$ cat src/rtl/uart_tx_fifo.sv
// uart_tx_fifo: 8N1 UART transmitter, LSB first, fed by a small byte FIFO.
// Ports: i_Clock, i_Reset (sync, high), i_Enable (gates frame starts),
//   i_Tx_DV/i_Tx_Byte (write when o_Tx_Ready), o_Fifo_Count (queued bytes),
//   o_Tx_Serial (line, idle high), o_Tx_Active (in frame), o_Tx_Done (stop end).
module uart_tx_fifo #(
    parameter int CLKS_PER_BIT = 5208,
    parameter int FIFO_DEPTH   = 4
) (
    input  logic                          i_Clock,
    input  logic                          i_Reset,
    input  logic                          i_Enable,
    input  logic                          i_Tx_DV,
    input  logic [7:0]                    i_Tx_Byte,
    output logic                          o_Tx_Ready,
    output logic [$clog2(FIFO_DEPTH):0]   o_Fifo_Count,
    output logic                          o_Tx_Serial,
    output logic                          o_Tx_Active,
    output logic                          o_Tx_Done
);

    localparam int AW = $clog2(FIFO_DEPTH);
    localparam int CW = AW + 1;
    localparam int NW = $clog2(CLKS_PER_BIT);
    localparam logic [NW-1:0] CNT_MAX = NW'(CLKS_PER_BIT - 1);
    localparam logic [CW-1:0] DEPTH   = CW'(FIFO_DEPTH);

    typedef enum logic [1:0] {
        IDLE,
        START,
        DATA,
        STOP
    } state_t;

    state_t          state_q, state_d;
    logic [NW-1:0]   cnt_q, cnt_d;
    logic [2:0]      idx_q, idx_d;
    logic [7:0]      shift_q, shift_d;
    logic            serial_q, serial_d;
    logic            active_q, active_d;
    logic            done_q, done_d;
    logic            ready_q, ready_d;
    logic [CW-1:0]   count_q, count_d;
    logic [AW-1:0]   wr_ptr_q, rd_ptr_q;
    logic [7:0]      mem_q [FIFO_DEPTH];

    logic            wr, pop, last, can_pop;

    assign wr      = i_Tx_DV && ready_q;
    assign last    = (cnt_q == CNT_MAX);
    assign can_pop = i_Enable && (count_q != '0);

    always_comb begin
        state_d = state_q;
        cnt_d   = cnt_q;
        idx_d   = idx_q;
        shift_d = shift_q;
        pop     = 1'b0;
        unique case (state_q)
            IDLE: begin
                cnt_d = '0;
                if (can_pop) begin
                    pop     = 1'b1;
                    shift_d = mem_q[rd_ptr_q];
                    state_d = START;
                end
            end
            START: begin
                cnt_d = cnt_q + NW'(1);
                if (last) begin
                    cnt_d   = '0;
                    idx_d   = '0;
                    state_d = DATA;
                end
            end
            DATA: begin
                cnt_d = cnt_q + NW'(1);
                if (last) begin
                    cnt_d = '0;
                    idx_d = idx_q + 3'd1;
                    if (idx_q == 3'd7) begin
                        state_d = STOP;
                    end
                end
            end
            STOP: begin
                cnt_d = cnt_q + NW'(1);
                if (last) begin
                    cnt_d   = '0;
                    state_d = IDLE;
                    // Chain straight into the next start bit: no idle gap.
                    if (can_pop) begin
                        pop     = 1'b1;
                        shift_d = mem_q[rd_ptr_q];
                        state_d = START;
                    end
                end
            end
            default: state_d = IDLE;
        endcase

        // Line and status are registered from next-state for a clean pin.
        serial_d = 1'b1;
        unique case (state_d)
            IDLE:    serial_d = 1'b1;
            START:   serial_d = 1'b0;
            DATA:    serial_d = shift_d[idx_d];
            STOP:    serial_d = 1'b1;
            default: serial_d = 1'b1;
        endcase
        active_d = (state_d != IDLE);
        done_d   = (state_d == STOP) && (cnt_d == CNT_MAX);

        count_d = count_q;
        unique case ({wr, pop})
            2'b10:   count_d = count_q + CW'(1);
            2'b01:   count_d = count_q - CW'(1);
            default: count_d = count_q;
        endcase
        ready_d = (count_d < DEPTH);
    end

    always_ff @(posedge i_Clock) begin
        if (i_Reset) begin
            state_q  <= IDLE;
            cnt_q    <= '0;
            idx_q    <= '0;
            shift_q  <= '0;
            serial_q <= 1'b1;
            active_q <= 1'b0;
            done_q   <= 1'b0;
            ready_q  <= 1'b1;
            count_q  <= '0;
            wr_ptr_q <= '0;
            rd_ptr_q <= '0;
        end else begin
            state_q  <= state_d;
            cnt_q    <= cnt_d;
            idx_q    <= idx_d;
            shift_q  <= shift_d;
            serial_q <= serial_d;
            active_q <= active_d;
            done_q   <= done_d;
            ready_q  <= ready_d;
            count_q  <= count_d;
            if (wr) begin
                wr_ptr_q <= wr_ptr_q + AW'(1);
            end
            if (pop) begin
                rd_ptr_q <= rd_ptr_q + AW'(1);
            end
        end
    end

    // Storage needs no reset; only slots behind the pointers are read.
    always_ff @(posedge i_Clock) begin
        if (wr && !i_Reset) begin
            mem_q[wr_ptr_q] <= i_Tx_Byte;
        end
    end

    assign o_Tx_Ready   = ready_q;
    assign o_Fifo_Count = count_q;
    assign o_Tx_Serial  = serial_q;
    assign o_Tx_Active  = active_q;
    assign o_Tx_Done    = done_q;

endmodule

$ cat config.mk
export PLATFORM = sky130hd
export DESIGN_NAME = uart_tx_fifo
export DESIGN_NICKNAME = d
export VERILOG_FILES = /design/src/rtl/uart_tx_fifo.sv
export SDC_FILE = /design/constraint.sdc
export NUM_CORES = 1
export LEC_CHECK = 0
export CORE_MARGIN = 3
export CORE_UTILIZATION = 25
export DETAILED_ROUTE_END_ITERATION = 10
export PLACE_DENSITY_LB_ADDON = 0.2
export SYNTH_ARGS = -nofsm -noshare
export SYNTH_HDL_FRONTEND = slang
export SYNTH_SLANG_ARGS = --single-unit
$ cat constraint.sdc
create_clock -name i_Clock -period 3.6 [get_ports i_Clock]
set_input_delay 0.72 -clock i_Clock [delete_from_list [all_inputs] [get_ports i_Clock]]
set_output_delay 0.72 -clock i_Clock [all_outputs]
set_load 0.02 [all_outputs]
==> out/metrics.yaml, run 1 <==
worstPathMaxFanout: 8
cts_resized: 0
cts_setup_buffers: 0
final_cell_mix: "42 x nor2_1, 39 x dfxtp_1, 32 x edfxtp_1"
grt_pass1_vias: 2236
grt_overflow: 0
fillCellCount: 1260
crit_arrival_ps: 3370
die_area_sq_mm: 0.01439
seqPwrFrac: 0.379
hold_class: "reg2reg"
clkPwrFrac: 0.347
dr.first_iter.drc_count: 118
syn_area_sq_mm: 0.003246
period_share: 0.8822
peakVddDrop_mv: 0.3209
critPathLaunchType: "register"
diodes: 0
synth.avg_cell_area_sq_um: 11.67
tightest_slew_ps: 584.7
synth_cells: 278
htree_levels: 3
finalHoldViolCount: 0
skew_ps: 5.080
status: "completed"
critPathCaptureType: "register"
finalCriticalPeriod_ps: 3176
slew_headroom: 0.6097
dp_cells: 459
drive_gt1_frac: 0.1303
wl_per_cell_microns: 13.92
grt_max_degree: 27
ys_warn_count: 0
syn_nets: 305
root_buffer: "clkbuf_16"
path_class: "reg2reg"
setup_viol: 0
cts_made_buffers: 9
synth_cell_types: 55
p_comb_frac: 0.275
switching_power_w: 0.0008109
drv_slew: 0
clk_latency_ps: 330
p_leak_nw: 1.326
finalNetCount: 329
detail-route-antenna-nets: 0
cts_buffer_depth: 2
cts_tree: "yes"
power.density_mw_per_mm2: 694.3
grt_pass1_wl_mm: 11.22
vias: 2144
synth_ff_type: "dfxtp_1"
dr.pass1.iters: 4
wirelength_mm: 6.613
p_int_w: 0.001934
gp_congestion: 0.7794
synth-seq-cells: 71
rsz0062_at_grt: "no"
grt_usage: 0.1004
instances_no_fill: 475
worstPathRequired_ps: 3790
place_area_sq_mm: 0.003631
p_sw_frac: 0.2954
pre_cts_ws_ps: 394.2
vias_per_cell: 4.514
worst_slack_ps: 424.1
post-route-drc-count: 0
clkTransAtPathRegs_ps: 60
hold_buffers: 0
die_h_microns: 119.9
fmax_ghz: 0.3149
dp_hpwl_mm: 4.617
fin_area_sq_mm: 0.003954
syn2layout_area_growth_pct: 21.82
ys_seq_area_frac: 0.5366
synth-edff-count: 32
die_w_microns: 119.9
io_pins: 19
ys_async_sr_fraction: 0
start_util: 0.2626
row_count: 40
cap_viol_max_count: 0
setup_tns_ps: 0
antenna_found_initial: 0
layout_commonest_cell: "nor2_1"
core_area_sq_mm: 0.01236
cts_sinks: 71
portBuffers: 18
## per-layer routing
| metal | vias to the layer above | track usage | wire (microns) |
|---|---|---|---|
| li1 | 1078 | - | - |
| met5 | - | 0 | 0 |
| met2 | 25 | 0.1661 | 3261 |
| met1 | 1033 | 0.1175 | 3002 |
| met3 | 8 | 0.03864 | 229 |
| met4 | 0 | 0.03794 | 119 |
## sequential cells by signal, summed over array words and instances (netlist names), 2 cells and up, named ones only
signal	count
rd_ptr_q	2
state_q	2
o_Fifo_Count	2
cnt_q	13
mem_q	32
shift_q	8
wr_ptr_q	2
idx_q	3
## cells by family (layout without fill, tap and decap cells)
| kind of cell | after synthesis | count (layout) | share of synthesized area |
|---|---|---|---|
| compound gates | 46 | 46 | 0.1122 |
| fa+ha+maj | 15 | 15 | 0.06014 |
| xor+xnor | 18 | 18 | 0.04857 |
| simple gates | 93 | 93 | 0.1469 |
| buf+inv | 24 | 53 | 0.03045 |
| flops | 71 | 71 | 0.5366 |
| mux | 11 | 11 | 0.06515 |
## path summary, 6_finish.rpt
kind,startpoint,endpoint,slack [ps],cells past startpoint
max reg2reg,cnt_q[0],o_Tx_Serial,420,11
min,o_Tx_Ready,wr_ptr_q[1],510,2
min reg2reg,o_Tx_Ready,wr_ptr_q[1],510,2
max,cnt_q[0],o_Tx_Serial,420,11
## worst max-delay path: stages (launching register included)
cell       delay [ps]
dfxtp_1           430
ha_1              370
nand4b_1          310
nor3_4            340
inv_2              90
ha_1              270
nand2b_1          140
a31oi_1           300
mux2_2            380
o2bb2ai_1         120
a32oi_1           150
a41oi_1           140
## cell type report
class                   count  area, sq um  share of cell area
flip-flops and latches     71         1742              0.4405
multi-input cells         183         1405              0.3554
clock buffers              11        242.7             0.06139
repair buffers             24        225.2             0.05696
well taps                 168        210.2             0.05316
clock inverters             5        80.08             0.02025
inverters                  13        48.80             0.01234
## power by group through the flow
| stage | clock network [W] | logic, W | registers [W] |
|---|---|---|---|
| floorplan | 0 | 0.000524 | 0.00105 |
| global placement | 0 | 0.000760 | 0.00106 |
| detailed placement | 0 | 0.000762 | 0.00106 |
| CTS | 0.000984 | 0.000767 | 0.00104 |
| global route | 0.00102 | 0.000847 | 0.00106 |
| finish | 0.000951 | 0.000755 | 0.00104 |
## synthesized netlist by cell type, types with 2 or more instances
library cell,number,area (sq um)
a31oi_1,3,18.77
a22oi_1,9,67.56
mux2i_1,2,20.02
nor3b_1,2,15.01
nand3_1,6,30.03
edfxtp_1,32,960.9
a41oi_1,2,17.52
and2_1,5,31.28
ha_1,14,175.2
o21ai_2,2,17.52
a2111o_1,3,33.78
nor4_1,2,12.51
mux4_2,8,180.2
inv_1,12,45.04
o31a_2,2,20.02
a21oi_1,5,25.02
nand2_1,12,45.04
dfxtp_1,39,780.8
nor4b_1,2,17.52
a32oi_1,2,17.52
xnor2_1,10,87.58
xor2_1,8,70.07
nor3_1,7,35.03
a221oi_1,2,17.52
nand4_1,3,18.77
nor2_1,42,157.7
o21ai_0,6,30.03
clkbuf_1,9,33.78
## per-stage QoR
| stage | total power (W) | utilization | hold slack (ps) |
|---|---|---|---|
| after global placement | 0.001820 | 0.2937 | 484.1 |
| after CTS | 0.002794 | 0.3198 | 505.0 |
| after global routing | 0.002928 | 0.3198 | 525.0 |
| after detailed placement | 0.001822 | 0.2937 | 492.8 |
| after floorplan | 0.001570 | - | 463.9 |
| final | 0.002745 | 0.3198 | 507.1 |
Note: power is estimated with default switching activity, not from simulation.
==> run 2: changes to the inputs <==
--- a/config.mk
+++ b/config.mk
@@ -9,6 +9,7 @@
 export CORE_UTILIZATION = 25
 export DETAILED_ROUTE_END_ITERATION = 10
 export PLACE_DENSITY_LB_ADDON = 0.2
+export SLEW_MARGIN = 20
 export SYNTH_ARGS = -nofsm -noshare
 export SYNTH_HDL_FRONTEND = slang
 export SYNTH_SLANG_ARGS = --single-unit
==> results of run 2 <==
No change in the layout: final DEF, timing and power equal those of run 1.
